--- config.mk ---
export PLATFORM = sky130hd
export DESIGN_NAME = mem_axi_bridge
export DESIGN_NICKNAME = d
export VERILOG_FILES = /design/src/rtl/bus_pkg.sv /design/src/rtl/mem_axi_bridge.sv
export SDC_FILE = /design/constraint.sdc
export NUM_CORES = 1
export LEC_CHECK = 0
export CORE_ASPECT_RATIO = 1.25
export CORE_MARGIN = 4
export CORE_UTILIZATION = 35
export CTS_CLUSTER_SIZE = 12
export DETAILED_ROUTE_END_ITERATION = 16
export GPL_TIMING_DRIVEN = 0
export PLACE_DENSITY = 0.76
export SLEW_MARGIN = 30
export SYNTH_ARGS = -nofsm -noshare
export SYNTH_HDL_FRONTEND = slang
export SYNTH_SLANG_ARGS = --single-unit
export TNS_END_PERCENT = 100
--- constraint.sdc ---
create_clock -name clk -period 3.9 [get_ports clk]
set_input_delay 0.78 -clock clk [delete_from_list [all_inputs] [get_ports clk]]
set_output_delay 0.78 -clock clk [all_outputs]
set_load 0.005 [all_outputs]
--- src/rtl/bus_pkg.sv ---
// Shared definitions for the MMU-to-AXI4-Lite bridge: FSM states, AXI response
// codes and request-mode encodings.
package bus_pkg;

    typedef enum logic [2:0] {
        IDLE,
        RD_ADDR,
        RD_DATA,
        WR_REQ,
        WR_RESP,
        DONE
    } state_t;

    localparam logic [1:0] AXI_RESP_OKAY   = 2'b00;
    localparam logic [1:0] AXI_RESP_SLVERR = 2'b10;
    localparam logic [1:0] AXI_RESP_DECERR = 2'b11;

    localparam logic REQ_READ  = 1'b0;
    localparam logic REQ_WRITE = 1'b1;

endpackage

--- src/rtl/mem_axi_bridge.sv ---
// Single-outstanding MMU memory request to AXI4-Lite master bridge.
// All outputs are registered; one completion pulse per accepted request.
module mem_axi_bridge
    import bus_pkg::*;
#(
    parameter logic [2:0] AXI_PROT = 3'b000
) (
    input  logic        clk,
    input  logic        rst,

    input  logic        request_enable,
    input  logic        req_mode,
    input  logic [31:0] req_addr,
    input  logic [31:0] req_wdata,
    input  logic [3:0]  req_wstrb,

    output logic        response_enable,
    output logic [31:0] resp_data,
    output logic        bus_error,
    output logic        busy,

    output logic [31:0] m_axi_awaddr,
    output logic [2:0]  m_axi_awprot,
    output logic        m_axi_awvalid,
    input  logic        m_axi_awready,

    output logic [31:0] m_axi_wdata,
    output logic [3:0]  m_axi_wstrb,
    output logic        m_axi_wvalid,
    input  logic        m_axi_wready,

    input  logic [1:0]  m_axi_bresp,
    input  logic        m_axi_bvalid,
    output logic        m_axi_bready,

    output logic [31:0] m_axi_araddr,
    output logic [2:0]  m_axi_arprot,
    output logic        m_axi_arvalid,
    input  logic        m_axi_arready,

    input  logic [31:0] m_axi_rdata,
    input  logic [1:0]  m_axi_rresp,
    input  logic        m_axi_rvalid,
    output logic        m_axi_rready
);

    state_t      state_reg;
    logic [31:0] addr_reg;
    logic [31:0] wdata_reg;
    logic [3:0]  wstrb_reg;
    logic [31:0] resp_data_reg;
    logic        arvalid_reg;
    logic        rready_reg;
    logic        awvalid_reg;
    logic        wvalid_reg;
    logic        bready_reg;
    logic        aw_done_reg;
    logic        w_done_reg;
    logic        response_enable_reg;
    logic        bus_error_reg;
    logic        busy_reg;

    logic        aw_done_next;
    logic        w_done_next;

    // A channel counts as done once it has handshaken, including this cycle.
    assign aw_done_next = aw_done_reg | (awvalid_reg & m_axi_awready);
    assign w_done_next  = w_done_reg  | (wvalid_reg  & m_axi_wready);

    always_ff @(posedge clk or posedge rst) begin
        if (rst) begin
            state_reg           <= IDLE;
            addr_reg            <= '0;
            wdata_reg           <= '0;
            wstrb_reg           <= '0;
            resp_data_reg       <= '0;
            arvalid_reg         <= 1'b0;
            rready_reg          <= 1'b0;
            awvalid_reg         <= 1'b0;
            wvalid_reg          <= 1'b0;
            bready_reg          <= 1'b0;
            aw_done_reg         <= 1'b0;
            w_done_reg          <= 1'b0;
            response_enable_reg <= 1'b0;
            bus_error_reg       <= 1'b0;
            busy_reg            <= 1'b0;
        end else begin
            response_enable_reg <= 1'b0;
            unique case (state_reg)
                IDLE: begin
                    if (request_enable) begin
                        addr_reg  <= req_addr;
                        wdata_reg <= req_wdata;
                        wstrb_reg <= req_wstrb;
                        busy_reg  <= 1'b1;
                        unique case (req_mode)
                            REQ_READ: begin
                                arvalid_reg <= 1'b1;
                                state_reg   <= RD_ADDR;
                            end
                            REQ_WRITE: begin
                                awvalid_reg <= 1'b1;
                                wvalid_reg  <= 1'b1;
                                state_reg   <= WR_REQ;
                            end
                        endcase
                    end
                end
                RD_ADDR: begin
                    if (arvalid_reg && m_axi_arready) begin
                        arvalid_reg <= 1'b0;
                        rready_reg  <= 1'b1;
                        state_reg   <= RD_DATA;
                    end
                end
                RD_DATA: begin
                    if (m_axi_rvalid && rready_reg) begin
                        resp_data_reg       <= m_axi_rdata;
                        bus_error_reg       <= (m_axi_rresp != AXI_RESP_OKAY);
                        rready_reg          <= 1'b0;
                        response_enable_reg <= 1'b1;
                        state_reg           <= DONE;
                    end
                end
                WR_REQ: begin
                    if (awvalid_reg && m_axi_awready) begin
                        awvalid_reg <= 1'b0;
                    end
                    if (wvalid_reg && m_axi_wready) begin
                        wvalid_reg <= 1'b0;
                    end
                    if (aw_done_next && w_done_next) begin
                        aw_done_reg <= 1'b0;
                        w_done_reg  <= 1'b0;
                        bready_reg  <= 1'b1;
                        state_reg   <= WR_RESP;
                    end else begin
                        aw_done_reg <= aw_done_next;
                        w_done_reg  <= w_done_next;
                    end
                end
                WR_RESP: begin
                    if (m_axi_bvalid && bready_reg) begin
                        resp_data_reg       <= '0;
                        bus_error_reg       <= (m_axi_bresp != AXI_RESP_OKAY);
                        bready_reg          <= 1'b0;
                        response_enable_reg <= 1'b1;
                        state_reg           <= DONE;
                    end
                end
                DONE: begin
                    busy_reg  <= 1'b0;
                    state_reg <= IDLE;
                end
                default: begin
                    state_reg <= IDLE;
                end
            endcase
        end
    end

    assign response_enable = response_enable_reg;
    assign resp_data       = resp_data_reg;
    assign bus_error       = bus_error_reg;
    assign busy            = busy_reg;

    assign m_axi_awaddr    = addr_reg;
    assign m_axi_awprot    = AXI_PROT;
    assign m_axi_awvalid   = awvalid_reg;
    assign m_axi_wdata     = wdata_reg;
    assign m_axi_wstrb     = wstrb_reg;
    assign m_axi_wvalid    = wvalid_reg;
    assign m_axi_bready    = bready_reg;
    assign m_axi_araddr    = addr_reg;
    assign m_axi_arprot    = AXI_PROT;
    assign m_axi_arvalid   = arvalid_reg;
    assign m_axi_rready    = rready_reg;

endmodule

Yosys cells after proc, flatten, opt, wreduce, memory -nomap -nowiden
Cells that the tools add are included.

word-level totals
  bits in registers = 113
  input port bits = 113
  output and inout bits = 146
  logic and storage cells = 94

cells by class
  equal/unequal tests = 14
  mux-type cells = 36
  bitwise logic cells = 5
  reduce and logical (&&, ||, !) cells = 24

operators with widths
  kind                number
  $mux 32             2
  $pmux 32 s2         1
  $mux 1              18
  $ne 2x2->1 const B  9
  $pmux 1 s2          8
  $reduce_bool 2->1   8
  $mux 3              5
  $pmux 3 s5          1
  $reduce_and 4->1    3
  $reduce_and 3->1    3
  $eq 3x2->1 const B  2
  $eq 3x3->1 const B  2
  $logic_and 1x1->1   6
  $pmux 3 s2          1
  $reduce_and 5->1    1
  $reduce_and 2->1    2
  $eq 3x1->1 const B  1
  $logic_not 3->1     1
  $and 1x1->1         2
  $or 1x1->1          2
  $not 1->1           1

Logic depth before layout (Yosys ltp)
Gate-level depths: netlist of the first run.

  depth in word-level cells = 5
  depth in mapped cells = 7
  depth with buffers taken out = 4

Least setup slack after synthesis of the first run
Ideal clock, no wire load.

  kind = input port to flip-flop
  start = in request_enable
  end = reg addr_reg[0], in the netlist m_axi_araddr[0]
  setup time = 0.125 ns
  data arrival time = 1.716 ns
  required time = 3.775 ns
  slack = 2.059 ns
  stages on the path = 5
  buffers on the path = 2
  path through = nand2b_1 -> nor3_2 -> buf_4 -> buf_6 -> mux2_2

on the way
  cells in the longest elaborated chain, start to end = 1

ends and longest elaborated chain
  element                     RTL line              source
  start: declaration          mem_axi_bridge.sv:11  input logic request_enable,
  $reduce_and 2->1 (no line)  -
  end signal: assignment      mem_axi_bridge.sv:92  addr_reg <= req_addr;
  end: declaration            mem_axi_bridge.sv:48  logic [31:0] addr_reg;

No other way between the ends.
A chain may end at the register's enable or synchronous reset.

Worst setup path after layout of the first run
  start = in request_enable
  end = reg addr_reg[13], in the netlist m_axi_araddr[13]

Same word-level chain as after synthesis.

==> results of run 1 <==
## worst reg2reg max path, stage by stage, from the launching register on
cell,delay (ns)
dfrtp_1,0.40
nand2b_1,0.20
nor3_2,0.31
buf_4,0.28
buf_6,0.18
mux2_2,0.35
## through the flow
step / instance area, um2 / setup TNS, ns / power, mW
2_1_floorplan: 4786 / 0 / 3.320
3_3_place_gp: 7522 / -153.87 / 5.074
3_5_place_dp: 7555 / 0 / 5.196
4_1_cts: 8163 / 0 / 6.780
5_1_grt: 8163 / 0 / 7.075
6_report: 8163 / 0 / 6.675
## per-layer routing
| layer | global-route usage [%] | vias to the layer above |
|---|---|---|
| met5 | 0 | - |
| met4 | 6.835 | 0 |
| met3 | 4.895 | 20 |
| met2 | 33.50 | 176 |
| met1 | 18.24 | 1926 |
| li1 | - | 1870 |
## where the power goes
part / leakage [nW] / switching (mW) / internal [mW]
clock network: 0.301 / 0.511 / 1.04
logic: 1.91 / 0.996 / 2.02
registers: 1.37 / 0.366 / 1.74
total: 3.58 / 1.87 / 4.80
## placed cells by master (no fill, tap or decap), types with 3 or more instances in the layout
cell / Yosys / routed
clkbuf_16: 0 / 17
conb_1: 1 / 6
clkbuf_8: 0 / 6
o22a_1: 3 / 3
inv_1: 4 / 3
clkinv_2: 0 / 3
a21oi_1: 6 / 6
buf_2: 10 / 10
nor2_1: 8 / 8
clkdlybuf4s50_1: 0 / 252
nor3_1: 3 / 3
dfrtp_1: 113 / 113
o21ai_0: 40 / 40
nand3_1: 3 / 3
mux2_2: 68 / 68
buf_6: 4 / 4
nand2_1: 77 / 77
buf_4: 40 / 40
clkbuf_1: 5 / 5
## worst max-delay path by stage
| stage | slack (ns) | depth (start not counted) | end |
|---|---|---|---|
| 5_1_grt | 1.50 | 6 | m_axi_araddr[13]$_DFFE_PP0P_ |
| 2_1_floorplan | 0.13 | 1 | aw_done_reg$_DFFE_PP0N_ |
| 4_1_cts | 1.60 | 6 | m_axi_araddr[13]$_DFFE_PP0P_ |
| 6_report | 1.61 | 6 | m_axi_araddr[13]$_DFFE_PP0P_ |
| 3_3_place_gp | -1.37 | 2 | resp_data[24]$_DFFE_PP0P_ |
| 3_5_place_dp | 1.17 | 6 | m_axi_araddr[13]$_DFFE_PP0P_ |
## area by class of cell
class                   count  area share [%]
multi-input cells         230           18.73
clock buffers              23           6.223
clock inverters             8           1.226
well taps                 171           2.621
repair buffers            253           31.24
flip-flops and latches    113           34.64
plain buffers              59           5.074
inverters                   4          0.2452
## logic make-up after synthesis
kind of cell	Yosys count
AO/OA/AOI/OAI	57
buffers and inverters	63
flip-flops	113
multiplexers	68
other	1
AND/OR/NAND/NOR	99
==> impl_results.md, run 1 <==
* Final hold viol count at 0
* Core ar. at 0.01329 mm2
* Status: complete, no violations
* Layout cells sized above 1 at 22.90%
* Final hold slack at 0.4813 ns
* Dpl hpwl at roughly 11000 um
* Antenna Nets Post-Route at 0
* Post-Synth XOR/XNOR Area at 0%
* Met1 WL at between 4000 and 5000 um
* Top post-synthesis cells by count: dfrtp_1 (113), nand2_1 (77), mux2_2 (68), buf_4 (40), o21ai_0 (40)
* GRT Residual Overflow at 0
* First DRT Iteration DRCs at between 100 and 150
* Synth unique cells at 28
* H-tree depth at 4
* CP startpoint kind: input port
* Routed length on met2 at about 7900 um
* Pre-Repair DR Iteration Count at 4
* Fin. max-slew vios at 0
* Hold path startpoint: resp_data[11]$_DFFE_PP0P_
* Main synth FF type: dfrtp_1
* Fin util at between 60% and 70%
* Launch point of the critical path: request_enable
* Clock tree buffer depth at 2
* Avg WL per Cell at approximately 16 um
* First-pass GRT wire length at around 22000 um
* Total area of sequential cells at 0.002828 mm2
* HP Class: register to register
* Syn_area_per_cell at 11.89 um2
* Die Y at ~140 um
* Period utilisation layout at around 60%
* Post-CTS resize count at 0
* Maxcap violations at 0
* Area leader, netlist: dfrtp_1
* Final RePlAce weighted congestion at between 0.8 and 0.9
* Initial antenna violation count at 0
* Later-pin clock latency in the skew report at 0.39 ns
* Number of CTS-inserted buffers at 17
* Synthesized area at approximately 0.0048 mm2
* Die area at about 0.016 mm2
* FF-to-FF Start: state_reg[0]$_DFFE_PP0P_
* Worst reg-to-reg path cell count at 5
* Metal3 WL at a little under 900 um
* Top Metal Used: met4
* Power Density at between 800 and 900 mW/mm2
* Post-Layout Cell Count at between 800 and 900
* Largest net degree at the start of global routing at roughly 70
* Crit path DAT at between 2 and 3 ns
* Post-CTS Setup Bufs at 0
* Vias in the first global route at roughly 4000
* Yosys reg bits at approximately 110
* Port bufs at roughly 250
* Adder-cell share of the synthesized area at 0%
* DRT Wirelength at between 10000 and 15000 um
* Yosys warning total at 0
* Simple-Gate Fraction of Synth Area at 8.766%
* Share of the synthesized area in the top cell type at about three fifths
* Diodes inserted at 0
* Residual DRC at 0
* Ys async rst share at 100.0%
* Synth-to-Final Area Change at 71.23%
* Setup violators final at 0
* Site Rows at 47
* Cells after synthesis at ~400
* Hold path endpoint: resp_data[11]$_DFFE_PP0P_
* Mux cell area share after synthesis at between 10% and 20%
* Hold-fix buffers, CTS at 0
* Crit Path Category: input port to register
* Via density at roughly 4.6
* Multi-input combinational cell area at between 0.0015 and 0.002 mm2
* Top-level I/O count at about 260
* Static leakage at roughly 3.6 nW
* Clock transition at path regs at around 0.05 ns
* Via Count at approximately 4000
* Nets at ~790
* Peak supply drop at between 0.0003 and 0.0004 V
* Crit Reg-Reg Endpoint: m_axi_araddr[13]$_DFFE_PP0P_
* Max incr delay on CP at about 0.53 ns
* Overall global routing resource usage at between 10% and 20%
* Placed Cells at just over 800
* Setup slack at placement at approximately 1.2 ns
* CTS Root Cell: clkbuf_16
* Slowest-stage cell, CP: clkdlybuf4s50_1
* Filler cells at between 1000 and 1500
* Compound-cell area share of the yosys netlist at between 6 and 7%
* Fmax achieved at about 0.44 GHz
* Crit-path cells: clkdlybuf4s50_1 > nand2b_1 > nor3_2 > buf_4 > buf_6 > mux2_2
* Starting Density at between 30% and 40%
* Die width at ~110 um
* Largest family of logic cells by synthesized area: multiplexers
* Hold depth at 2
* Worst-path maximum fanout at 10
* Synth area leaders: dfrtp_1 (59%), mux2_2 (16%), buf_4 (6.3%)
* EDFF count, synth at 0
* CP top delay family: buffers and inverters
* Register area share after synthesis at approximately 60%
* R2R Setup Slk at ~2.0 ns
* WP data required at 4.17 ns
* Worst Path Buf+Inv at 3
* Final Worst Setup Slack at about 1.6 ns
* Crit end category: register
* Clock Sinks at 113
* Most common cell in the netlist: dfrtp_1
* Clock skew at 0.009345 ns
* Minimum clock period at around 2.3 ns
* Unrepaired setup endpoints after global routing: false
* CTS tree: built
Power figures use the tool's default switching activity.
==> run 2: changes to the inputs <==
- CORE_UTILIZATION: 35 -> 39
- PLACE_DENSITY: 0.76 -> 0.8
- clock period: 3.9 -> 2.2 ns (I/O delays scaled with it)
==> impl_results.md, run 2 (synthesis gave the netlist of run 1 again) <==
* Status: complete, no violations
* Total area of sequential cells at 0.002828 mm2 (unchanged)
* Post-CTS Setup Bufs at 0 (unchanged)
* Crit end category: register
* Starting Density at 40.46% (+4.6 points)
* H-tree depth at 4 (unchanged)
* Later-pin clock latency in the skew report at 0.40 ns (about the same)
* Final Worst Setup Slack at 0.2435 ns (-1.371 ns)
* Setup violators final at 0 (unchanged)
* Antenna Nets Post-Route at 0 (unchanged)
* Worst Path Buf+Inv at 3 (unchanged)
* Combinational power share at 45.8% (+0.6 points)
* Initial antenna violation count at 0 (unchanged)
* Fin util at 69.16% (+7.7 points)
* Die Y at 131.6 um (-5.0%)
* Maxcap violations at 0 (unchanged)
* Post-Layout Cell Count at 854 (-0.81%)
* Avg WL per Cell at 16.48 um (+0.83%)
* Total negative slack at 0 ns (unchanged)
* CP startpoint kind: input port
* Static leakage at 3.566 nW (-0.51%)
* First DRT Iteration DRCs at 153 (+21%)
* Net Switching at 3.333 mW (+78%)
* Minimum clock period at 1.957 ns
* Placed Cells at 822 (-0.96%)
* Most frequent cells in the layout: clkdlybuf4s50_1 (252), dfrtp_1 (113), nand2_1 (77), mux2_2 (68)
* Die area at 0.01407 mm2 (-9.6%)
* Crit Path Category: input port to register
* Residual DRC at 0 (unchanged)
* Slew HR at approximately 53%
* Pre-Repair DR Iteration Count at 4 (unchanged)
* Crit path DAT at 2.23 ns (-0.33 ns)
* HP Class: register to register
* Period utilisation layout at about nine tenths
* Overall global routing resource usage at 20.16% (+2.4 points)
* Clock skew at 0.008454 ns (-0.0008907 ns)
* Via Count at 3973 (-0.48%)
* Via density at 4.652 (+0.34%)
* Slowest-stage cell, CP: clkdlybuf4s50_1
* Worst-path maximum fanout at 10 (unchanged)
* Nets at 793 (+0.25%)
* Port bufs at 252 (unchanged)
* Peak supply drop at 0.0006856 V (+100%)
* Hold path startpoint: resp_data[10]$_DFFE_PP0P_
* Core ar. at 0.01178 mm2 (-11%)
* FF-to-FF Start: state_reg[0]$_DFFE_PP0P_
* Vias in the first global route at 4274 (+3.7%)
* Unrepaired setup endpoints after global routing: false
* Die width at 106.9 um (-4.9%)
* GRT Residual Overflow at 0 (unchanged)
* Largest net degree at the start of global routing at 31 (-54%)
* Hold depth at 2 (unchanged)
* Synth-to-Final Area Change at 70.92%
* Fmax achieved at ~0.51 GHz
* Site Rows at 44 (-6.4%)
* DRT Wirelength at 14070 um (about the same)
* Max incr delay on CP at 0.51 ns (-0.02 ns)
* First-pass GRT wire length at 22370 um (+2.7%)
* Clock Sinks at 113 (unchanged)
* Clock transition at path regs at 0.05 ns (about the same)
* Clock tree buffer depth at 2 (unchanged)
* Final RePlAce weighted congestion at 0.7993 (-6.7%)
* Sw Ratio at 28.43% (+0.36 points)
* Internal power at 8.392 mW (+75%)
* Dpl hpwl at 11120 um (-0.57%)
* Sequential Power Share at 31.8% (+0.2 points)
* CTS Root Cell: clkbuf_16
* Diodes inserted at 0 (unchanged)
* Number of CTS-inserted buffers at 17 (unchanged)
* Worst-margin pin slew at approximately 0.70 ns
* Hold-fix buffers, CTS at 0 (unchanged)
* Final hold viol count at 0 (unchanged)
* CTS tree: built
* Multi-input combinational cell area at 0.001529 mm2 (unchanged)
* Setup slack at placement at -0.1662 ns (-1.338 ns)
* Commonest non-fill, non-tap cell in the layout: clkdlybuf4s50_1
* Crit Reg-Reg Endpoint: m_axi_araddr[8]$_DFFE_PP0P_
* Top-level I/O count at 259 (unchanged)
* Crit-path cells: clkdlybuf4s50_1 > nand2b_1 > nor3_2 > buf_4 > buf_6 > mux2_2
* Worst reg-to-reg path cell count at 5 (unchanged)
* Hold path endpoint: resp_data[10]$_DFFE_PP0P_
* Fin. max-slew vios at 0 (unchanged)
* R2R Setup Slk at 0.31 ns (-1.73 ns)
* Clock Power Share at 22.4% (-0.8 points)
* Post-CTS resize count at 0 (unchanged)
* Power Density at 1439 mW/mm2 (+76%)
* Filler cells at 902 (-21%)
* WP data required at 2.48 ns (-1.69 ns)
* Layout cells sized above 1 at 22.80% (-0.099 points)
* CP top delay family: buffers and inverters
## run 2: changes by cell type in the layout (fill, tap and decap cells not counted), moves of 2 or more
cell        before  now
clkbuf_8         6    2
clkbuf_1         5    8
buf_12           0    3
inv_6            2    0
clkinvlp_4       1    5
## run 2: worst min-delay path, stage by stage, from the launching register on
cell	delay [ns]
dfrtp_1	0.33
nand2_1	0.04
o21ai_0	0.06
## run 2: stage by stage
stage	total power, mW	hold slack, ns	area [um2]
2_1_floorplan	5.886	0.4608	4790
3_3_place_gp	8.990	0.4641	7513
3_5_place_dp	9.221	0.4692	7574
4_1_cts	11.89	0.4802	8148
5_1_grt	12.46	0.4963	8148
6_report	11.73	0.4774	8148
## run 2: per-layer routing
layer	vias up	part of all wire, %	global-route usage [%]
met3	26	8.4	6.624
met1	1903	36	22.61
met2	177	53	35.71
met5	-	0	0
li1	1867	-	-
met4	0	2.4	6.752
## run 2: area by class of cell
type | instances | share of cell area [%]
plain buffers | 59 | 5.083
clock buffers | 22 | 5.697
clock inverters | 10 | 1.351
inverters | 4 | 0.2303
multi-input cells | 230 | 18.77
flip-flops and latches | 113 | 34.71
well taps | 161 | 2.472
repair buffers | 255 | 31.70
## run 2: how the worst max path moves through the flow
stage	slack, ns	to	cells past startpoint	startpoint
floorplan	0.39	aw_done_reg$_DFFE_PP0N_	1	rst
global placement	-0.65	m_axi_wdata[12]$_DFFE_PP0P_	2	rst
detailed placement	-0.17	m_axi_araddr[8]$_DFFE_PP0P_	6	request_enable
CTS	0.24	m_axi_araddr[8]$_DFFE_PP0P_	6	request_enable
global route	0.17	m_axi_araddr[8]$_DFFE_PP0P_	6	request_enable
finish	0.24	m_axi_araddr[8]$_DFFE_PP0P_	6	request_enable
## run 2: power by group through the flow
stage	combinational [mW]	clock, mW	sequential [mW]
2_1_floorplan	2.14	0	3.75
3_3_place_gp	5.29	0	3.70
3_5_place_dp	5.45	0	3.77
4_1_cts	5.46	2.68	3.75
5_1_grt	5.79	2.80	3.88
6_report	5.37	2.62	3.73
